[config.mk]
export PLATFORM = sky130hd
export DESIGN_NAME = pipelined_cla_addsub
export DESIGN_NICKNAME = d
export VERILOG_FILES = /design/src/rtl/pipelined_cla_pkg.sv /design/src/rtl/cla_segment.sv /design/src/rtl/pipelined_cla_addsub.sv
export SDC_FILE = /design/constraint.sdc
export NUM_CORES = 1
export LEC_CHECK = 0
export ABC_CLOCK_PERIOD_IN_PS = 22800
export CELL_PAD_IN_SITES_DETAIL_PLACEMENT = 0
export CELL_PAD_IN_SITES_GLOBAL_PLACEMENT = 1
export CORE_ASPECT_RATIO = 1.25
export CORE_MARGIN = 1
export CORE_UTILIZATION = 41
export CTS_BUF_LIST = sky130_fd_sc_hd__clkbuf_4 sky130_fd_sc_hd__clkbuf_8 sky130_fd_sc_hd__clkbuf_16
export DETAILED_ROUTE_END_ITERATION = 16
export DONT_BUFFER_PORTS = 1
export PLACE_DENSITY = 0.68
export SYNTH_ARGS = -nofsm -noshare
export SYNTH_HDL_FRONTEND = slang
export SYNTH_HIERARCHICAL = 1
export SYNTH_SLANG_ARGS = --single-unit
[constraint.sdc]
create_clock -name clk_i -period 22.8 [get_ports clk_i]
set_clock_uncertainty 0.1 [all_clocks]
set_input_delay 2.28 -clock clk_i [delete_from_list [all_inputs] [get_ports clk_i]]
set_output_delay 2.28 -clock clk_i [all_outputs]
set_load 0.02 [all_outputs]
[src/rtl/pipelined_cla_pkg.sv]
// rtl/pipelined_cla_pkg.sv - shared defaults and stage-count helper for the pipelined CLA adder/subtractor
package pipelined_cla_pkg;

    localparam int DEFAULT_WIDTH = 32;
    localparam int DEFAULT_SEG_W = 8;

    function automatic int calc_stages(input int width, input int seg_w);
        return width / seg_w;
    endfunction

endpackage

[src/rtl/cla_segment.sv]
// rtl/cla_segment.sv - combinational carry-lookahead adder for one SEG_W-bit segment
module cla_segment #(
    parameter int SEG_W = 8
) (
    input  logic [SEG_W-1:0] a,
    input  logic [SEG_W-1:0] b,
    input  logic             cin,
    output logic [SEG_W-1:0] sum,
    output logic             cout
);

    logic [SEG_W-1:0] gen;
    logic [SEG_W-1:0] prop;
    logic [SEG_W:0]   carry;
    logic             chain;
    logic             term;

    // Every carry is its own sum of generate/propagate products, so no carry depends on another.
    always_comb begin
        gen   = a & b;
        prop  = a ^ b;
        carry = '0;
        chain = 1'b1;
        term  = 1'b0;
        for (int i = 0; i <= SEG_W; i++) begin
            term  = 1'b0;
            chain = 1'b1;
            for (int j = i - 1; j >= 0; j--) begin
                term  = term | (gen[j] & chain);
                chain = chain & prop[j];
            end
            carry[i] = term | (cin & chain);
        end
    end

    assign sum  = prop ^ carry[SEG_W-1:0];
    assign cout = carry[SEG_W];

endmodule

[src/rtl/pipelined_cla_addsub.sv]
// rtl/pipelined_cla_addsub.sv - segment-pipelined carry-lookahead adder/subtractor with valid/ready flow control
module pipelined_cla_addsub
    import pipelined_cla_pkg::*;
#(
    parameter int WIDTH = DEFAULT_WIDTH,
    parameter int SEG_W = DEFAULT_SEG_W
) (
    input  logic             clk_i,
    input  logic             rst_ni,
    input  logic             in_valid_i,
    output logic             in_ready_o,
    input  logic [WIDTH-1:0] add1_i,
    input  logic [WIDTH-1:0] add2_i,
    input  logic             carry_i,
    input  logic             sub_i,
    output logic             out_valid_o,
    input  logic             out_ready_i,
    output logic [WIDTH:0]   result_o,
    output logic             overflow_o
);

    localparam int STAGES = calc_stages(WIDTH, SEG_W);

    logic             advance;
    logic [WIDTH-1:0] b_eff;

    logic [WIDTH-1:0] src_mix   [STAGES];
    logic [WIDTH-1:0] src_b     [STAGES];
    logic             src_carry [STAGES];
    logic             src_valid [STAGES];
    logic [SEG_W-1:0] seg_sum   [STAGES];
    logic             seg_cout  [STAGES];

    // mix holds finished sum segments below the active stage and untouched A segments above it.
    logic [WIDTH-1:0] mix_d   [STAGES];
    logic [WIDTH-1:0] mix_q   [STAGES];
    logic [WIDTH-1:0] b_d     [STAGES];
    logic [WIDTH-1:0] b_q     [STAGES];
    logic             carry_d [STAGES];
    logic             carry_q [STAGES];
    logic             valid_d [STAGES];
    logic             valid_q [STAGES];
    logic             overflow_d;
    logic             overflow_q;

    // Subtract mode is folded into the inverted operand and the stage-0 carry at entry.
    assign b_eff   = sub_i ? ~add2_i : add2_i;
    assign advance = !valid_q[STAGES-1] || out_ready_i;

    for (genvar k = 0; k < STAGES; k++) begin : g_stage
        if (k == 0) begin : g_head
            assign src_mix[k]   = add1_i;
            assign src_b[k]     = b_eff;
            assign src_carry[k] = sub_i | carry_i;
            assign src_valid[k] = in_valid_i;
        end else begin : g_body
            assign src_mix[k]   = mix_q[k-1];
            assign src_b[k]     = b_q[k-1];
            assign src_carry[k] = carry_q[k-1];
            assign src_valid[k] = valid_q[k-1];
        end

        cla_segment #(
            .SEG_W(SEG_W)
        ) u_seg (
            .a    (src_mix[k][k*SEG_W +: SEG_W]),
            .b    (src_b[k][k*SEG_W +: SEG_W]),
            .cin  (src_carry[k]),
            .sum  (seg_sum[k]),
            .cout (seg_cout[k])
        );
    end

    always_comb begin
        for (int k = 0; k < STAGES; k++) begin
            mix_d[k]                     = src_mix[k];
            mix_d[k][k*SEG_W +: SEG_W]   = seg_sum[k];
            b_d[k]                       = src_b[k];
            carry_d[k]                   = seg_cout[k];
            valid_d[k]                   = src_valid[k];
        end
        overflow_d = (src_mix[STAGES-1][WIDTH-1] == src_b[STAGES-1][WIDTH-1])
                  && (seg_sum[STAGES-1][SEG_W-1] != src_mix[STAGES-1][WIDTH-1]);
    end

    always_ff @(posedge clk_i) begin
        if (!rst_ni) begin
            for (int k = 0; k < STAGES; k++) begin
                valid_q[k] <= 1'b0;
            end
            mix_q[STAGES-1]   <= '0;
            carry_q[STAGES-1] <= 1'b0;
            overflow_q        <= 1'b0;
        end else if (advance) begin
            for (int k = 0; k < STAGES; k++) begin
                mix_q[k]   <= mix_d[k];
                b_q[k]     <= b_d[k];
                carry_q[k] <= carry_d[k];
                valid_q[k] <= valid_d[k];
            end
            overflow_q <= overflow_d;
        end
    end

    assign in_ready_o  = advance;
    assign out_valid_o = valid_q[STAGES-1];
    assign result_o    = {carry_q[STAGES-1], mix_q[STAGES-1]};
    assign overflow_o  = overflow_q;

endmodule

==> results of run 1 <==
## power by group
| part | internal, mW | switching, mW | leakage [nW] | total [mW] |
|---|---|---|---|---|
| combinational | 0.0287 | 0.0330 | 0.964 | 0.0617 |
| clock | 0.166 | 0.125 | 0.287 | 0.291 |
| sequential | 0.416 | 0.0191 | 1.87 | 0.435 |
## sequential cells by signal, indices dropped and copies added (netlist names)
register    count
mix_q         128
b_q            48
overflow_o      1
carry_q         4
valid_q         4
## stage by stage
step	instance area [um^2]	utilization	hold slack (ns)	setup slack (ns)
3_5_place_dp	7807	0.4298	0.3045	17.20
3_3_place_gp	7807	0.4298	0.3021	17.28
6_report	8406	0.4627	0.3137	17.28
4_1_cts	8406	0.4627	0.3160	17.20
5_1_grt	8406	0.4627	0.3178	17.15
2_1_floorplan	7606	-	0.3003	13.05
## layer usage
layer,global-route usage,wire length [um],share of wire,up-vias
li1,-,-,-,1636
met1,0.1368,4485,0.42,1596
met2,0.1942,5393,0.51,82
met3,0.04462,589,0.055,13
met4,0.05393,175,0.016,0
met5,0,0,0,-
## cell usage after synthesis
library cell / count
ha_1: 32
nor3b_1: 1
a31oi_2: 4
o211ai_2: 4
o22ai_1: 4
nor3_1: 4
or2_2: 5
o21bai_1: 4
o2111ai_2: 4
a21oi_2: 3
buf_4: 2
o311a_1: 1
inv_1: 9
and2b_1: 4
clkbuf_1: 4
xor2_1: 35
and3b_1: 38
or3b_1: 1
nand2_1: 9
dfxtp_1: 1
edfxtp_1: 184
nor2b_4: 1
buf_6: 7
nand3_1: 8
nor2_1: 20
nor2b_1: 1
o21ai_0: 4
fa_1: 4
nor3_2: 4
a21oi_1: 4
xnor2_1: 21
a21oi_4: 1
## final timing paths
kind	start	to	slack, ns	cells after the start
worst max-delay path	out_ready_i	in_ready_o	17.28	2
worst max register to register	valid_q[0][3]$_DFFE_PP_	b_q[0][30]$_DFFE_PP_	19.80	4
worst min-delay path	mix_q[1][28]$_DFFE_PP_	mix_q[2][28]$_DFFE_PP_	0.31	0
worst min register to register	mix_q[1][28]$_DFFE_PP_	mix_q[2][28]$_DFFE_PP_	0.31	0
## layout make-up
type / instances / area, um^2 / share of cell area
clock buffers: 18 / 432.9 / 0.05150
clock inverters: 14 / 165.2 / 0.01965
inverters: 9 / 33.78 / 0.004019
multi-input cells: 221 / 1928 / 0.2294
flip-flops and latches: 185 / 5545 / 0.6597
well taps: 228 / 285.3 / 0.03394
repair buffers: 2 / 15.01 / 0.001786
## cells by family (layout without fill, tap and decap cells)
family	count (synthesis)	count (layout)	synth area share
xor+xnor	56	56	0.06448
compound gates	33	33	0.04047
buf+inv	22	43	0.01875
simple gates	96	96	0.08406
fa+ha+maj	36	36	0.06317
flops	185	185	0.7291
==> flow_summary.ini, run 1 <==
[outcome]
status = finished clean

[route]
vias = 3327
via_per_inst = 4.914
antenna_left = 0
drtIter0Drc = 164
wire_per_inst_um = 15.72
dr.pass1.iters = 4
drc = 0
routed_wl_um = 10640

[place]
dp_hpwl_um = 7124
dp.cells = 645
gp_congestion = 0.7824
port_buffers = 0

[setup_path]
cp.arrival_ns = 3.14
crit_fanout = 41
worstPathRequired_ns = 20.42
max_stage_delay_ns = 0.59
crit_path_start_kind = primary input
cp_slowest_cell = nor2b_4
critPathKind = primary input to output pin
crit_chain = nor2b_4 > inv_1
path_delay_family = simple AND/OR/NAND/NOR gates
cp_num_buf_inv = 1
worstSetupEndpointType = output pin

[synth]
yosys_register_bits = 185
syn_area_mm2 = 0.007606
synth.area.top_cells = edfxtp_1, ha_1, and3b_1
yosysWarnings = 6
syn_avg_cell_area_um2 = 17.77
yosysSeqAreaShare = 0.7291
yosys.area.top_type = edfxtp_1
syn_nets = 534
synth_cells = 428
synth_top_area_share = 0.7264
yosysUniqueCellTypes = 32

[global_route]
grt_overflow = 0
grt_max_degree = 80
antenna_found_initial = 0
grt_pass1_vias = 3347
grt_pass1_wl_um = 16550
track_usage = 0.1188

[die]
num_rows = 55
die_h_um = 154.3
initial_core_util = 0.4187
die-width_um = 123.8
die_area_mm2 = 0.01910
coreArea_mm2 = 0.01817
io_pins = 106

[pwr]
vdd_drop_max_uv = 50.99
p_per_area_mw_per_mm2 = 93.76
power.static_leakage_nw = 3.124
p_total_uw = 788.1

[job]
cap_viol_max_count = 0

[cts]
cts_tree = built
clkTransAtPathRegs_ns = 0.07
root_buffer = clkbuf_16
cts_buffers = 17
worstSkewPairLatency_ns = 0.42
cts_setup_buffers = 0
cts.sinks = 185
cts_resized = 0
cts_max_level = 4
hold_buffers = 0
clk_path_buf_depth = 2

[finish]
fill_cells = 1575
layout_common_cells = edfxtp_1, and3b_1, xor2_1
drive_gt1_frac = 0.1336
stdcell_count = 677
area_growth_syn_to_layout_pct = 10.51
layout.cells.most_common = edfxtp_1
diodes = 0
nNetsFinal = 542

[timing]
hold_violations = 0
finalMaxSlewViolations = 0
clock.fmax_mhz = 181.2
fin_setup_tns_ns = 0
rsz0062_at_grt = no
setup_violations = 0
tightest_slew_ns = 0.9518
finalCritPeriodShare = 0.2421
maxSlewHeadroom = 0.3655
timing.final.crit_period_ns = 5.519

[min_path]
hold_path_class = register to register
No activity file was read; power rests on OpenSTA's default activity.
==> run 2, diff against run 1 <==
--- a/config.mk
+++ b/config.mk
@@ -5,7 +5,7 @@
 export SDC_FILE = /design/constraint.sdc
 export NUM_CORES = 1
 export LEC_CHECK = 0
-export ABC_CLOCK_PERIOD_IN_PS = 22800
+export ABC_CLOCK_PERIOD_IN_PS = 4480
 export CELL_PAD_IN_SITES_DETAIL_PLACEMENT = 0
 export CELL_PAD_IN_SITES_GLOBAL_PLACEMENT = 1
 export CORE_ASPECT_RATIO = 1.25
@@ -14,7 +14,7 @@
 export CTS_BUF_LIST = sky130_fd_sc_hd__clkbuf_4 sky130_fd_sc_hd__clkbuf_8 sky130_fd_sc_hd__clkbuf_16
 export DETAILED_ROUTE_END_ITERATION = 16
 export DONT_BUFFER_PORTS = 1
-export PLACE_DENSITY = 0.68
+export PLACE_DENSITY = 0.7
 export SYNTH_ARGS = -nofsm -noshare
 export SYNTH_HDL_FRONTEND = slang
 export SYNTH_HIERARCHICAL = 1
==> constraint.sdc (replaced) <==
create_clock -name clk_i -period 4.48 [get_ports clk_i]
set_clock_uncertainty 0.1 [all_clocks]
set_input_delay 0.448 -clock clk_i [delete_from_list [all_inputs] [get_ports clk_i]]
set_output_delay 0.448 -clock clk_i [all_outputs]
set_load 0.02 [all_outputs]
==> run 2 against run 1 <==
  * Critical path depth rose by 2
  * Power rose to 5.0 times the previous value
  * Routed wire length rose by 2.1%
  * Worst setup slack got worse by 15 ns
  * Highest routed layer unchanged
  * Register-to-register slack got worse by 18 ns
  * Combinational power rose to 5.4 times the previous value
  * Utilization rose by 1.3 points
  * Critical path type is now register to register
  * Sequential power rose to 5.1 times the previous value
==> flow_summary.ini, run 2 (synthesis gave the netlist of run 1 again) <==
[route]
dr.pass1.iters = 4
routed_wl_um = 10870
via_per_inst = 4.843
drtIter0Drc = 220
vias = 3395
drc = 0
wire_per_inst_um = 15.50
antenna_left = 0

[finish]
largest_reg_flops = 128
top_regs = mix_q x128, b_q x48
diodes = 0
layout_common_cells = edfxtp_1, and3b_1, xor2_1
nNetsFinal = 567
layout.cells.most_common = edfxtp_1
area_growth_syn_to_layout_pct = 13.74
multiInputGateArea_mm2 = 0.001928
regMostFlops = mix_q
fill_cells = 1558
register_area_mm2 = 0.005545
drive_gt1_frac = 0.1311
stdcell_count = 701

[die]
num_rows = 55
die_h_um = 154.3
die_area_mm2 = 0.01910
io_pins = 106
initial_core_util = 0.4187
die-width_um = 123.8
coreArea_mm2 = 0.01817

[global_route]
grt_pass1_vias = 3454
grt_pass1_wl_um = 16880
grt_overflow = 0
grt_max_degree = 77
track_usage = 0.1209
antenna_found_initial = 0

[min_path]
hold_path_depth = 1
hold_path_class = primary input to register

[cts]
worstSkewPairLatency_ns = 0.42
cts_tree = built
cts_max_level = 4
root_buffer = clkbuf_16
cts_setup_buffers = 0
cts.sinks = 185
clkTransAtPathRegs_ns = 0.06
cts_buffers = 17
clk_path_buf_depth = 2

[setup_path]
crit_fanout = 76
worstPathRequired_ns = 4.49
r2r_cells = 4
worstSetupEndpointType = register
crit_path_start_kind = register
cp.arrival_ns = 2.60
critPathKind = register to register

[place]
gp_congestion = 0.7107
dpl_worst_slack_ns = 1.856
dp.cells = 646
dp_hpwl_um = 7466
port_buffers = 0

[pwr]
power.static_leakage_nw = 3.230
vdd_drop_max_uv = 272.4
p_per_area_mw_per_mm2 = 457.9

[timing]
finalCritPeriodShare = 0.5779
tightest_slew_ns = 0.8722
clock.fmax_mhz = 386.2
timing.final.crit_period_ns = 2.589
setup_ws_ns = 1.891
fin_setup_tns_ns = 0
maxSlewHeadroom = 0.4165
setup_violations = 0
hold_violations = 0
finalMaxSlewViolations = 0
whs_ns = 0.06982
rsz0062_at_grt = no

[outcome]
status = finished clean

[job]
cap_viol_max_count = 0
## run 2: cell count changes in the layout (fill, tap and decap cells not counted), sizes merged
cell         delta
dlygate4sd3    +24
clkinv          +4
inv             -2
buf             +1
bufinv          -1
clkbuf          -1
clkinvlp        -1
## run 2: metrics by stage
stage / area [um^2] / utilization / power, mW
final: 8651 / 0.4762 / 3.961
after global routing: 8651 / 0.4762 / 4.118
after CTS: 8651 / 0.4762 / 4.014
after detailed placement: 7840 / 0.4315 / 2.583
after global placement: 7840 / 0.4315 / 2.568
after floorplan: 7614 / - / 2.512
## run 2: final cells by class
class,instances,area share
Clock buffer,17,0.04918
Clock inverter,14,0.01678
Inverter,9,0.003905
Multi-Input combinational cell,221,0.2229
Sequential cell,185,0.6410
Tap cell,228,0.03298
Timing Repair Buffer,27,0.03327
## run 2: path summary, 6_finish.rpt
check | slack [ns] | to | startpoint
min reg2reg | 0.32 | mix_q[2][31]$_DFFE_PP_ | mix_q[1][31]$_DFFE_PP_
max | 1.89 | b_q[1][22]$_DFFE_PP_ | valid_q[0][3]$_DFFE_PP_
max reg2reg | 1.89 | b_q[1][22]$_DFFE_PP_ | valid_q[0][3]$_DFFE_PP_
min | 0.07 | overflow_o$_SDFFE_PN0P_ | rst_ni
## run 2: metal layers
layer	vias to the layer above	share of wire	track usage
met5	-	0	0
met2	88	0.53	0.2114
met4	0	0.025	0.06655
met1	1608	0.40	0.1319
met3	20	0.046	0.02987
li1	1679	-	-
## run 2: power by group
| part | switching [mW] | total [mW] | internal, mW |
|---|---|---|---|
| logic | 0.171 | 0.335 | 0.164 |
| registers | 0.100 | 2.22 | 2.12 |
| clock network | 0.632 | 1.41 | 0.778 |
## run 2: what timing repair did
item                                    in CTS  in global routing
resized for setup                            0                  0
endpoints found under the setup margin       0                  0
hold buffers                                24                  0
hold endpoints to repair                    24                  0
## run 2: worst max-delay path, stage by stage, from the launching register on
cell and delay, ns:
edfxtp_1 0.50, nor2b_4 0.29, nor2b_4 0.63, buf_12 0.40
buf_4 0.31
==> RTL change, RTL diff (flow settings as in run 2) <==
`DEFAULT_SEG_W`: 8 -> 16.
--- a/src/rtl/pipelined_cla_pkg.sv
+++ b/src/rtl/pipelined_cla_pkg.sv
@@ -2,7 +2,7 @@
 package pipelined_cla_pkg;
 
     localparam int DEFAULT_WIDTH = 32;
-    localparam int DEFAULT_SEG_W = 8;
+    localparam int DEFAULT_SEG_W = 16;
 
     function automatic int calc_stages(input int width, input int seg_w);
         return width / seg_w;
Formal check against the unedited RTL: not equivalent (Yosys sat finds a counterexample within 4 cycles, from zero or initial values and one cycle with rst_ni low).
==> RTL change against run 2 <==
Hold slack improved by 34 ps. Sequential cell count shrank 100. Synthesized area is 40% lower. Core utilization is 1.2 points lower. Design area fell by 43%. Total power is 42% lower. Routed wire length down 26%. Setup slack got worse by 220 ps. First-iteration DRC count fell by 59%. Via count fell by 24%. Clock power is 41% lower. Global-route usage grew 2.8 points. Critical endpoint is now overflow_o. Largest cell class unchanged.
==> RTL change: results (changes against run 2) <==
[cts]
cts_inserted_buffers = 9  ; -8
postCtsSetupBuffers = 0  ; unchanged
clk_pin_slew_ps = 60  ; about the same
cts-root-buf = clkbuf_16
clock_latency_ps = 340  ; -80 ps
cts_buffer_depth = 2  ; unchanged
htreeDepth = 3  ; -1
cts_resized = 0  ; unchanged

[cells_and_area]
fillers = 986  ; -37%
final_cells = 472  ; -33%
seq_area_sq_mm = 0.00253  ; -54%
fin_nets = 439  ; -23%
n_antenna_cell = 0  ; unchanged
drive_gt1_share_pct = 9.12  ; -4.0 points
largestRegisters = mix_q (64), b_q (16)

[detailed_routing]
wl_mm = 8.02  ; -26%
via_per_inst = 5.43  ; +12%
drt-initial-drc-count = 90  ; -59%
first_pass_iters = 4  ; unchanged

[placement]
dpl.hpwl_mm = 5.57  ; -25%
dp.cells = 456  ; -29%
place_area_sq_mm = 0.00461  ; -41%
dp_slack_ps = 1700  ; -161 ps
portBuffers = 0  ; unchanged
gp_congestion = 0.794  ; +12%

[outcome]
status = complete, no violations

[yosys]
yosys.cell_types.count = 49  ; +53%
ys_async_sr_fraction_pct = 0  ; unchanged
yosys_warnings = 6  ; unchanged
synth_top_flop_cell = edfxtp_1
ys_top_cells_by_count = edfxtp_1, xor2_1, and3_1
synth_edf_count = 83  ; -55%
syn_avg_cell_area_sq_um = 13.5  ; -24%
synth_area_leaders = edfxtp_1, ha_1, xor2_1
yosysSeqAreaShare_pct = 55.8  ; -17 points

[worst_setup_path]
worstPathMaxFanout = 4  ; -95%
crit_arrival_ps = 2910  ; +310 ps

[global_route]
antenna_found_initial = 0  ; unchanged
grt_max_degree = 50  ; -35%
gr-usage-all-layers_pct = 14.9  ; +2.8 points
grt_pass1_wl_mm = 12.7  ; -25%
grt_pass1_vias = 2613  ; -24%

[power_and_ir_drop]
vdd_drop_max_v = 0.000168  ; -38%
p_leak_nw = 2.01  ; -38%
power.switching_uw = 581  ; -36%

[hold_path]
min_path_type = input pin to flop

[sta]
fin_crit_ps = 2810  ; +222 ps
worst_pin_slew_ps = 1170  ; +297 ps
hold_slack_ps = 104  ; +34.3 ps

-- RTL change: cell count changes after synthesis, sizes merged, moves of 4 or more --
cell and change:
xor2 +5, edfxtp -101, o22ai -4, and2b -4
and3b -36, nor2 -10, a211oi +5, or2 -4
o21ai +4, nand2 -4, a21o +7, and3 +35
a21oi +5
-- RTL change: logic make-up (layout without fill, tap and decap cells) --
kind of cell    count (synthesis)  after routing  share of synthesized area (%)
xor+xnor                       58             58                           11.2
compound gates                 57             57                           10.1
flops                          85             85                           55.8
simple gates                   76             76                           9.81
buf+inv                        25             29                           3.22
mux                             1              1                          0.221
fa+ha+maj                      34             34                           9.70
-- RTL change: power groups by stage --
stage	combinational, mW	sequential (mW)	clock [mW]
global placement	0.347	1.13	0
CTS	0.356	1.11	0.856
global route	0.398	1.12	0.888
finish	0.352	1.11	0.836
floorplan	0.312	1.11	0
detailed placement	0.354	1.13	0
-- RTL change: final timing paths --
kind / startpoint / endpoint / depth (start not counted)
max: mix_q[0][24] / overflow_o / 10
min: add1_i[18] / mix_q[0][18] / 0
max reg2reg: mix_q[0][24] / overflow_o / 10
min reg2reg: mix_q[0][15] / mix_q[1][15] / 1
-- RTL change: layer usage --
layer / routed length [microns] / GRT usage, %
met1: 3160 / 16.5
met3: 459 / 4.18
met5: 0 / 0
met2: 4260 / 25.8
met4: 147 / 7.09
-- RTL change: area by class of cell --
type                       instances  area share, %
clock buffer                       9           4.55
multi-input combinational        226           37.6
sequential                        85           51.1
clock inverter                     7           2.30
tap                              132           3.34
inverter                          12          0.910
timing repair buffer               1          0.152
-- RTL change: critical path, stage by stage (launching register included) --
cell and delay (ps):
edfxtp_1 370, ha_1 350, a21o_1 220, a221o_1 390
a31oi_2 230, o211ai_2 170, a41oi_2 280, xnor2_1 180
and3b_1 200, a21oi_1 110, a21oi_1 70
